[src/rtl/seg7_pkg.sv]
// Shared definitions for the 7-segment display blocks: segment type,
// blank pattern and the active-low hex glyph table ({a,b,c,d,e,f,g}).
package seg7_pkg;

  typedef logic [6:0] seg7_t;

  typedef enum logic {
    PH_BLANK,
    PH_SHOW
  } slot_phase_t;

  localparam seg7_t SEG_OFF = 7'h7F;

  localparam seg7_t HEX_SEG [16] = '{
    7'b0000001,  // 0
    7'b1001111,  // 1
    7'b0010010,  // 2
    7'b0000110,  // 3
    7'b1001100,  // 4
    7'b0100100,  // 5
    7'b0100000,  // 6
    7'b0001111,  // 7
    7'b0000000,  // 8
    7'b0000100,  // 9
    7'b0001000,  // A
    7'b1100000,  // b
    7'b0110001,  // C
    7'b1000010,  // d
    7'b0110000,  // E
    7'b0111000   // F
  };

  function automatic seg7_t hex_to_seg(input logic [3:0] nibble);
    return HEX_SEG[nibble];
  endfunction

endpackage

[src/rtl/seg7_hex_decode.sv]
// Combinational hex nibble to active-low 7-segment glyph.
module seg7_hex_decode
  import seg7_pkg::*;
(
  input  logic [3:0] nibble,
  output seg7_t      seg
);

  assign seg = hex_to_seg(nibble);

endmodule

[src/rtl/seg7_scan_sched.sv]
// Multiplexed scan scheduler for a multi-digit 7-segment display with
// per-slot blanking and frame-synchronous payload updates.
module seg7_scan_sched
  import seg7_pkg::*;
#(
  parameter int DIGITS    = 8,
  parameter int TICK_DIV  = 1000,
  parameter int BLANK_CYC = 16
) (
  input  logic                  clk_i,
  input  logic                  rst_i,
  input  logic                  load_i,
  output logic                  load_ready_o,
  input  logic [4*DIGITS-1:0]   data_i,
  input  logic [DIGITS-1:0]     dp_i,
  input  logic [DIGITS-1:0]     en_i,
  output logic [DIGITS-1:0]     an_o,
  output seg7_t                 seg_o,
  output logic                  dp_o,
  output logic                  frame_o
);

  localparam int CNT_W = (TICK_DIV > 1) ? $clog2(TICK_DIV) : 1;
  localparam int IDX_W = (DIGITS > 1) ? $clog2(DIGITS) : 1;

  logic [CNT_W-1:0]    cnt_reg, cnt_next;
  logic [IDX_W-1:0]    idx_reg, idx_next;

  logic [4*DIGITS-1:0] pend_data_reg, act_data_reg;
  logic [DIGITS-1:0]   pend_dp_reg, act_dp_reg;
  logic [DIGITS-1:0]   pend_en_reg, act_en_reg;
  logic                pend_valid_reg;

  logic [DIGITS-1:0]   an_reg, an_next;
  seg7_t               seg_reg, seg_next;
  logic                dp_reg, dp_next;
  logic                frame_reg, frame_next;

  logic                slot_end;
  logic                frame_wrap;
  logic                transfer;
  slot_phase_t         phase;
  logic                show;
  logic [3:0]          cur_nibble;
  seg7_t               dec_seg;

  assign slot_end   = (cnt_reg == CNT_W'(TICK_DIV - 1));
  assign frame_wrap = slot_end && (idx_reg == IDX_W'(DIGITS - 1));
  assign transfer   = load_i && !pend_valid_reg;
  assign cur_nibble = act_data_reg[4*idx_reg +: 4];

  seg7_hex_decode u_hex_decode (
    .nibble (cur_nibble),
    .seg    (dec_seg)
  );

  always_comb begin
    cnt_next   = cnt_reg + 1'b1;
    idx_next   = idx_reg;
    phase      = PH_SHOW;
    seg_next   = SEG_OFF;
    dp_next    = 1'b1;
    frame_next = frame_wrap;
    if (slot_end) begin
      cnt_next = '0;
      idx_next = (idx_reg == IDX_W'(DIGITS - 1)) ? '0 : idx_reg + 1'b1;
    end
    if (BLANK_CYC != 0 && cnt_reg < CNT_W'(BLANK_CYC)) begin
      phase = PH_BLANK;
    end
    if (phase == PH_SHOW) begin
      seg_next = dec_seg;
      dp_next  = ~act_dp_reg[idx_reg];
    end
  end

  assign show = (phase == PH_SHOW);

  // Disabled digits keep their slot but never drive the anode.
  for (genvar gi = 0; gi < DIGITS; gi++) begin : g_anode
    assign an_next[gi] = ~(show && act_en_reg[gi] && (idx_reg == IDX_W'(gi)));
  end

  always_ff @(posedge clk_i) begin
    if (rst_i) begin
      cnt_reg        <= '0;
      idx_reg        <= '0;
      pend_data_reg  <= '0;
      pend_dp_reg    <= '0;
      pend_en_reg    <= '0;
      pend_valid_reg <= 1'b0;
      act_data_reg   <= '0;
      act_dp_reg     <= '0;
      act_en_reg     <= '0;
      an_reg         <= '1;
      seg_reg        <= SEG_OFF;
      dp_reg         <= 1'b1;
      frame_reg      <= 1'b0;
    end else begin
      cnt_reg   <= cnt_next;
      idx_reg   <= idx_next;
      an_reg    <= an_next;
      seg_reg   <= seg_next;
      dp_reg    <= dp_next;
      frame_reg <= frame_next;
      // A transfer cannot coincide with a pending apply: ready is low while pending is full.
      if (frame_wrap && pend_valid_reg) begin
        act_data_reg   <= pend_data_reg;
        act_dp_reg     <= pend_dp_reg;
        act_en_reg     <= pend_en_reg;
        pend_valid_reg <= 1'b0;
      end else if (transfer) begin
        pend_data_reg  <= data_i;
        pend_dp_reg    <= dp_i;
        pend_en_reg    <= en_i;
        pend_valid_reg <= 1'b1;
      end
    end
  end

  assign load_ready_o = ~pend_valid_reg;
  assign an_o         = an_reg;
  assign seg_o        = seg_reg;
  assign dp_o         = dp_reg;
  assign frame_o      = frame_reg;

endmodule

[config.mk]
export PLATFORM = sky130hd
export DESIGN_NAME = seg7_scan_sched
export DESIGN_NICKNAME = d
export VERILOG_FILES = /design/src/rtl/seg7_pkg.sv /design/src/rtl/seg7_hex_decode.sv /design/src/rtl/seg7_scan_sched.sv
export SDC_FILE = /design/constraint.sdc
export NUM_CORES = 1
export LEC_CHECK = 0
export ABC_AREA = 1
export CAP_MARGIN = 20
export CORE_UTILIZATION = 40
export CTS_BUF_LIST = sky130_fd_sc_hd__clkbuf_4
export CTS_CLUSTER_SIZE = 28
export DETAILED_ROUTE_END_ITERATION = 8
export PLACE_DENSITY = 0.72
export SETUP_SLACK_MARGIN = 0.5
export SLEW_MARGIN = 20
export SYNTH_ARGS = -nofsm -noshare
export SYNTH_HDL_FRONTEND = slang
export SYNTH_SLANG_ARGS = --single-unit
[constraint.sdc]
create_clock -name clk_i -period 3.97 [get_ports clk_i]
set_clock_uncertainty 0.05 [all_clocks]
set_input_delay 0.794 -clock clk_i [delete_from_list [all_inputs] [get_ports clk_i]]
set_output_delay 0.794 -clock clk_i [all_outputs]
set_load 0.05 [all_outputs]
* Word level (Yosys, flattened, before mapping)
Memories as Yosys holds them, arrays and structs flattened. A register that Yosys moved wholly into a read port is not among the register bits.
Cells that the tools add are included.
** Cells by class
- Order comparisons :: 2
- $add $sub $neg :: 2
- Shift-type cells :: 1
- Reduce and logical (&&, ||, !) cells :: 25
- Div/mod/pow operators :: 0
- Muxes and demuxes :: 4
- Bitwise operators :: 12
- Equality and inequality tests :: 8
- Multiply operators :: 0
** Operators by type and width (number)
- indexed part select 32 x 6 -> 4 bit :: 1
- logical AND 1 bit :: 19
- == test 3 bit, second input constant :: 4
- inverter 1 bit :: 11
- adder 10 x 1 -> 10 bit, second input constant :: 1
- == test 10 bit, second input constant :: 1
- < comparator 10 x 5 -> 1 bit, second input constant :: 1
- == test 3 x 2 -> 1 bit, second input constant :: 2
- OR reduction 2 bit :: 3
- inverter 4 -> 5 bit :: 1
- < comparator 3 x 4 -> 1 bit, second input constant :: 1
- adder 3 x 1 -> 3 bit, second input constant :: 1
- binary-select mux 1 bit (select 3 bit) :: 1
- == test 3 x 1 -> 1 bit, second input constant :: 1
- zero test 3 bit :: 1
- two-way mux 3 bit :: 1
- two-way mux 1 bit :: 2
- AND reduction 2 bit :: 1
- zero test 1 bit :: 1
** Word-level totals
- Latch bits :: 0
- Memories :: 1
- RAM bits :: 0
- Memory bits (read-only) :: 112
- Input port bits :: 51
- Bits in registers :: 120
- Output and inout bits :: 18
** Memories
- (name not given) :: words 16, width 7, read ports 1, clocked after memory_dff 1, write ports 0, line seg7_pkg.sv:34 : return HEX_SEG[nibble];

* Depth between registers and ports, before layout
- Word-level depth :: 5
- Mapped depth :: 12
- Depth with buffers taken out :: 11

* Cells and area by module
Synthesis repeated with hierarchy kept, for this count alone.
** Unflattened totals
- Cells, all modules :: 735
- Area total of the unflattened synthesis :: 5402.7 um^2
** By module, submodules not included
- seg7_scan_sched :: cells each 686, times used 1, area an instance 5128.7 um^2
- seg7_hex_decode :: cells each 49, times used 1, area an instance 274.0 um^2

* Worst setup path after synthesis
Ideal clock, no wire load.
- Path kind :: register to register
- From :: register idx_reg[0]
- To :: register seg_reg[1], in the netlist seg_o[1]
- Path slack :: 1946 ps
- Setup time :: 114 ps
- Cell stages (with the launch flop) :: 13
- Data arrival time :: 1860 ps
- Path buffers :: 1
- Period minus slack after synthesis :: 2024 ps
- Path through :: dfxtp_1 inv_1 buf_2 nand2_1 nand3_1 nand2_1 o21ai_0 inv_1 ha_1 nand3_1 nor2_1 nor2_1 nand2_1
** On the way
- Word-level cells in the longest chain between the ends :: 2
** RTL lines
- start: declaration :: line seg7_scan_sched.sv:27 : logic [IDX_W-1:0] idx_reg, idx_next;
- start signal: assignment :: line seg7_scan_sched.sv:101 : idx_reg <= idx_next;
- indexed part select 32 x 6 -> 4 bit :: line seg7_scan_sched.sv:50 : assign cur_nibble = act_data_reg[4*idx_reg +: 4];
- inverter 4 -> 5 bit (implied by the code) :: line seg7_pkg.sv:34
- end: declaration :: line seg7_scan_sched.sv:35 : seg7_t seg_reg, seg_next;
Every way passes these cells.
A chain may end at the register's enable or synchronous reset.

* Worst setup path in the final report
- From :: register idx_reg[0]
- To :: register seg_reg[6], in the netlist seg_o[6]
Same word-level chain as after synthesis.

==> flow_summary.yaml <==
outcome:
  status: "completed"
clock_tree:
  cts_tree: "yes"
  insertion_delay_ns: 0.53
  post_cts_buffers: 0
  ctsResizeCount: 0
  cts.clk_slew.worst_paths_ns: 0.11
  cts.sinks: 127
  clk_path_buf_depth: 2
  ctsHoldBuffers: 0
  numCtsBuffers: 17
  htree_num_levels: 4
  cts-root-buf: "clkbuf_4"
placed_design:
  dp_hpwl_um: 7570
  numPortBuffers: 68
  place_inst: 888
  gp_congestion: 0.844
  postPlaceCellArea_um2: 5820
finish:
  final_nets: 803
  drive_gt1_share_pct: 5.59
  final_cell_area_um2: 6150
  num-fill-cells: 1199
  stdcell_count: 921
  area_delta_synth_final_pct: 20.8
sta:
  worst_slew_pin_slew_ns: 0.944
  finalCritPeriodShare_pct: 74.8
  hold-worst-slack_ns: 0.395
  slew_headroom_pct: 37.0
  fin_crit_ns: 2.97
  hold_viol_final: 0
  tns_ns: 0
  rsz0062_at_grt: "no"
  setup_viol: 0
  fmax_ghz: 0.337
  drv_slew: 0
power_and_ir_drop:
  power_mw: 2.48
  p_comb_share_pct: 6.7
  pwr_density_cell_nw_per_um2: 404
  clkPwrFrac_pct: 39.3
  seqPwrFrac_pct: 54.0
  sw_frac_of_total_pct: 23.7
  p_leak_nw: 2.43
  p_sw_mw: 0.588
  cellInternalPower_mw: 1.90
  vdd_drop_max_mv: 0.165
route:
  routed_wl_um: 10800
  vias_per_cell: 4.85
  vias: 4470
  drtPass1Iterations: 4
  ant_nets: 0
  drt_iter0_markers: 252
  avgRoutedWirePerCell_um: 11.8
  drc: 0
setup_path:
  crit_chain: "inv_1 > nand2_1 > nand3_1 > nand2_1 > o21ai_0 > inv_1 > ha_1 > nand3_1 > nand2_1 > nand2_1 > nand3_1"
  critical_path_required_ns: 4.32
  crit_type: "flop to flop"
  ff2ff_setup_slack_ns: 1.00
  worstPathMaxFanout: 24
  cp_top_family: "buffers and inverters"
  crit_path_max_incr_delay_ns: 0.60
  crit_buf_inv: 2
  crit_path_top_delay_cell: "inv_1"
  cp-start-kind: "flop"
  crit_arrival_ns: 3.32
  worst_setup_path_end_kind: "flop"
  cp_common_cell: "nand2_1"
floorplan:
  core.rowCount: 40
  fp.dieH_um: 115
  dieArea_um2: 13200
  core_area_um2: 12200
  fp.dieW_um: 115
  start_util_pct: 41.7
  ios: 69
synth:
  syn-cell-area_um2: 5090
  synth_warnings: 0
  yosysSeqAreaShare_pct: 50.0
  syn_avg_cell_area_um2: 7.41
  synth_nets: 751
  yosysTopAreaCell: "dfxtp_1"
  yosysTopAreaCellShare_pct: 50.0
  ys_seq_elements: 127
  yosysUniqueCellTypes: 28
  synthTopCellsByArea: "dfxtp_1, nor2_1, o21ai_0"
  synthCells: 687
global_routing:
  antenna_found_initial: 0
  grtUsageTotal_pct: 17.3
  grt_max_degree: 101
  grt_pass1_vias: 4138
  overflow: 0
  grt_first_pass_wirelength_um: 18000
hold_path:
  hold_path_class: "flop to flop"
run:
  maxCapViolations: 0
## cell usage after synthesis
library cell,count
nor2_2,1
xnor2_1,1
a21oi_1,8
nand3_1,35
a211oi_1,2
nor3_4,1
nand2_1,59
nand4_1,7
buf_2,9
xor2_1,1
inv_1,36
o21ai_0,98
clkbuf_1,24
nand2_2,2
buf_6,4
nor3b_1,1
o221ai_1,2
o21ai_1,13
nor4_1,1
clkinv_2,1
nor2_1,231
o211ai_1,1
dfxtp_1,127
nand3_4,1
ha_1,13
buf_1,2
inv_2,1
nor3_1,5
## cells in the final DEF (no fill, tap or decap), drive strengths merged
master and count:
nor2 232, dfxtp 127, o21ai 111, clkdlybuf4s50 68, nand2 61, inv 38
nand3 36, clkbuf 17, ha 13, a21oi 8, nand4 7, clkinv 7
nor3 6, clkinvlp 4, bufinv 4, buf 4, a211oi 2, o221ai 2
diode 1, o211ai 1, nor3b 1, xnor2 1, xor2 1, nor4 1
## worst paths after layout
path	startpoint	to	depth (start not counted)
min reg2reg	act_en_reg[2]	an_o[2]	1
max reg2reg	idx_reg[0]	seg_o[6]	11
min	act_en_reg[2]	an_o[2]	1
max	idx_reg[0]	seg_o[6]	11
## through the flow
stage / utilization [%] / setup WS (ns)
2_1_floorplan: - / 1.95
3_3_place_gp: 47.7 / 1.25
3_5_place_dp: 47.7 / 1.07
4_1_cts: 50.3 / 1.06
5_1_grt: 50.3 / 0.681
6_report: 50.3 / 1.00
## cell type report
| class | instances | area, µm² | share of cell area (%) |
|---|---|---|---|
| antenna | 1 | 2.50 | 0.0407 |
| clock buffer | 17 | 128 | 2.08 |
| sequential | 127 | 2540 | 41.4 |
| timing repair buffer | 72 | 711 | 11.6 |
| tap | 168 | 210 | 3.42 |
| multi-input combinational | 483 | 2210 | 36.0 |
| inverter | 38 | 144 | 2.34 |
| clock inverter | 15 | 194 | 3.16 |
## power groups by stage
stage                     Clock, mW  Sequential [mW]  Combinational [mW]
after floorplan                   0             1.36              0.0979
after global placement            0             1.37               0.164
after detailed placement          0             1.37               0.169
after CTS                     0.997             1.34               0.169
after global routing           1.05             1.35               0.189
final                         0.976             1.34               0.167
## kinds of logic (layout without fill, tap and decap cells)
family | Yosys count | count (layout) | share of synthesized area, %
flops | 127 | 127 | 50.0
other cells | 0 | 1 | 0
xor+xnor | 2 | 2 | 0.344
fa+ha+maj | 13 | 13 | 3.20
buf+inv | 77 | 142 | 6.52
simple gates | 344 | 344 | 27.5
compound gates | 124 | 124 | 12.5
## routing by layer
metal	part of all wire [%]	up-vias	track usage, %
li1	-	2313	-
met2	48	102	29.0
met4	1.8	0	8.40
met1	46	2035	20.9
met3	4.5	20	4.43
met5	0	-	0
No activity file was read; power rests on OpenSTA's default activity.
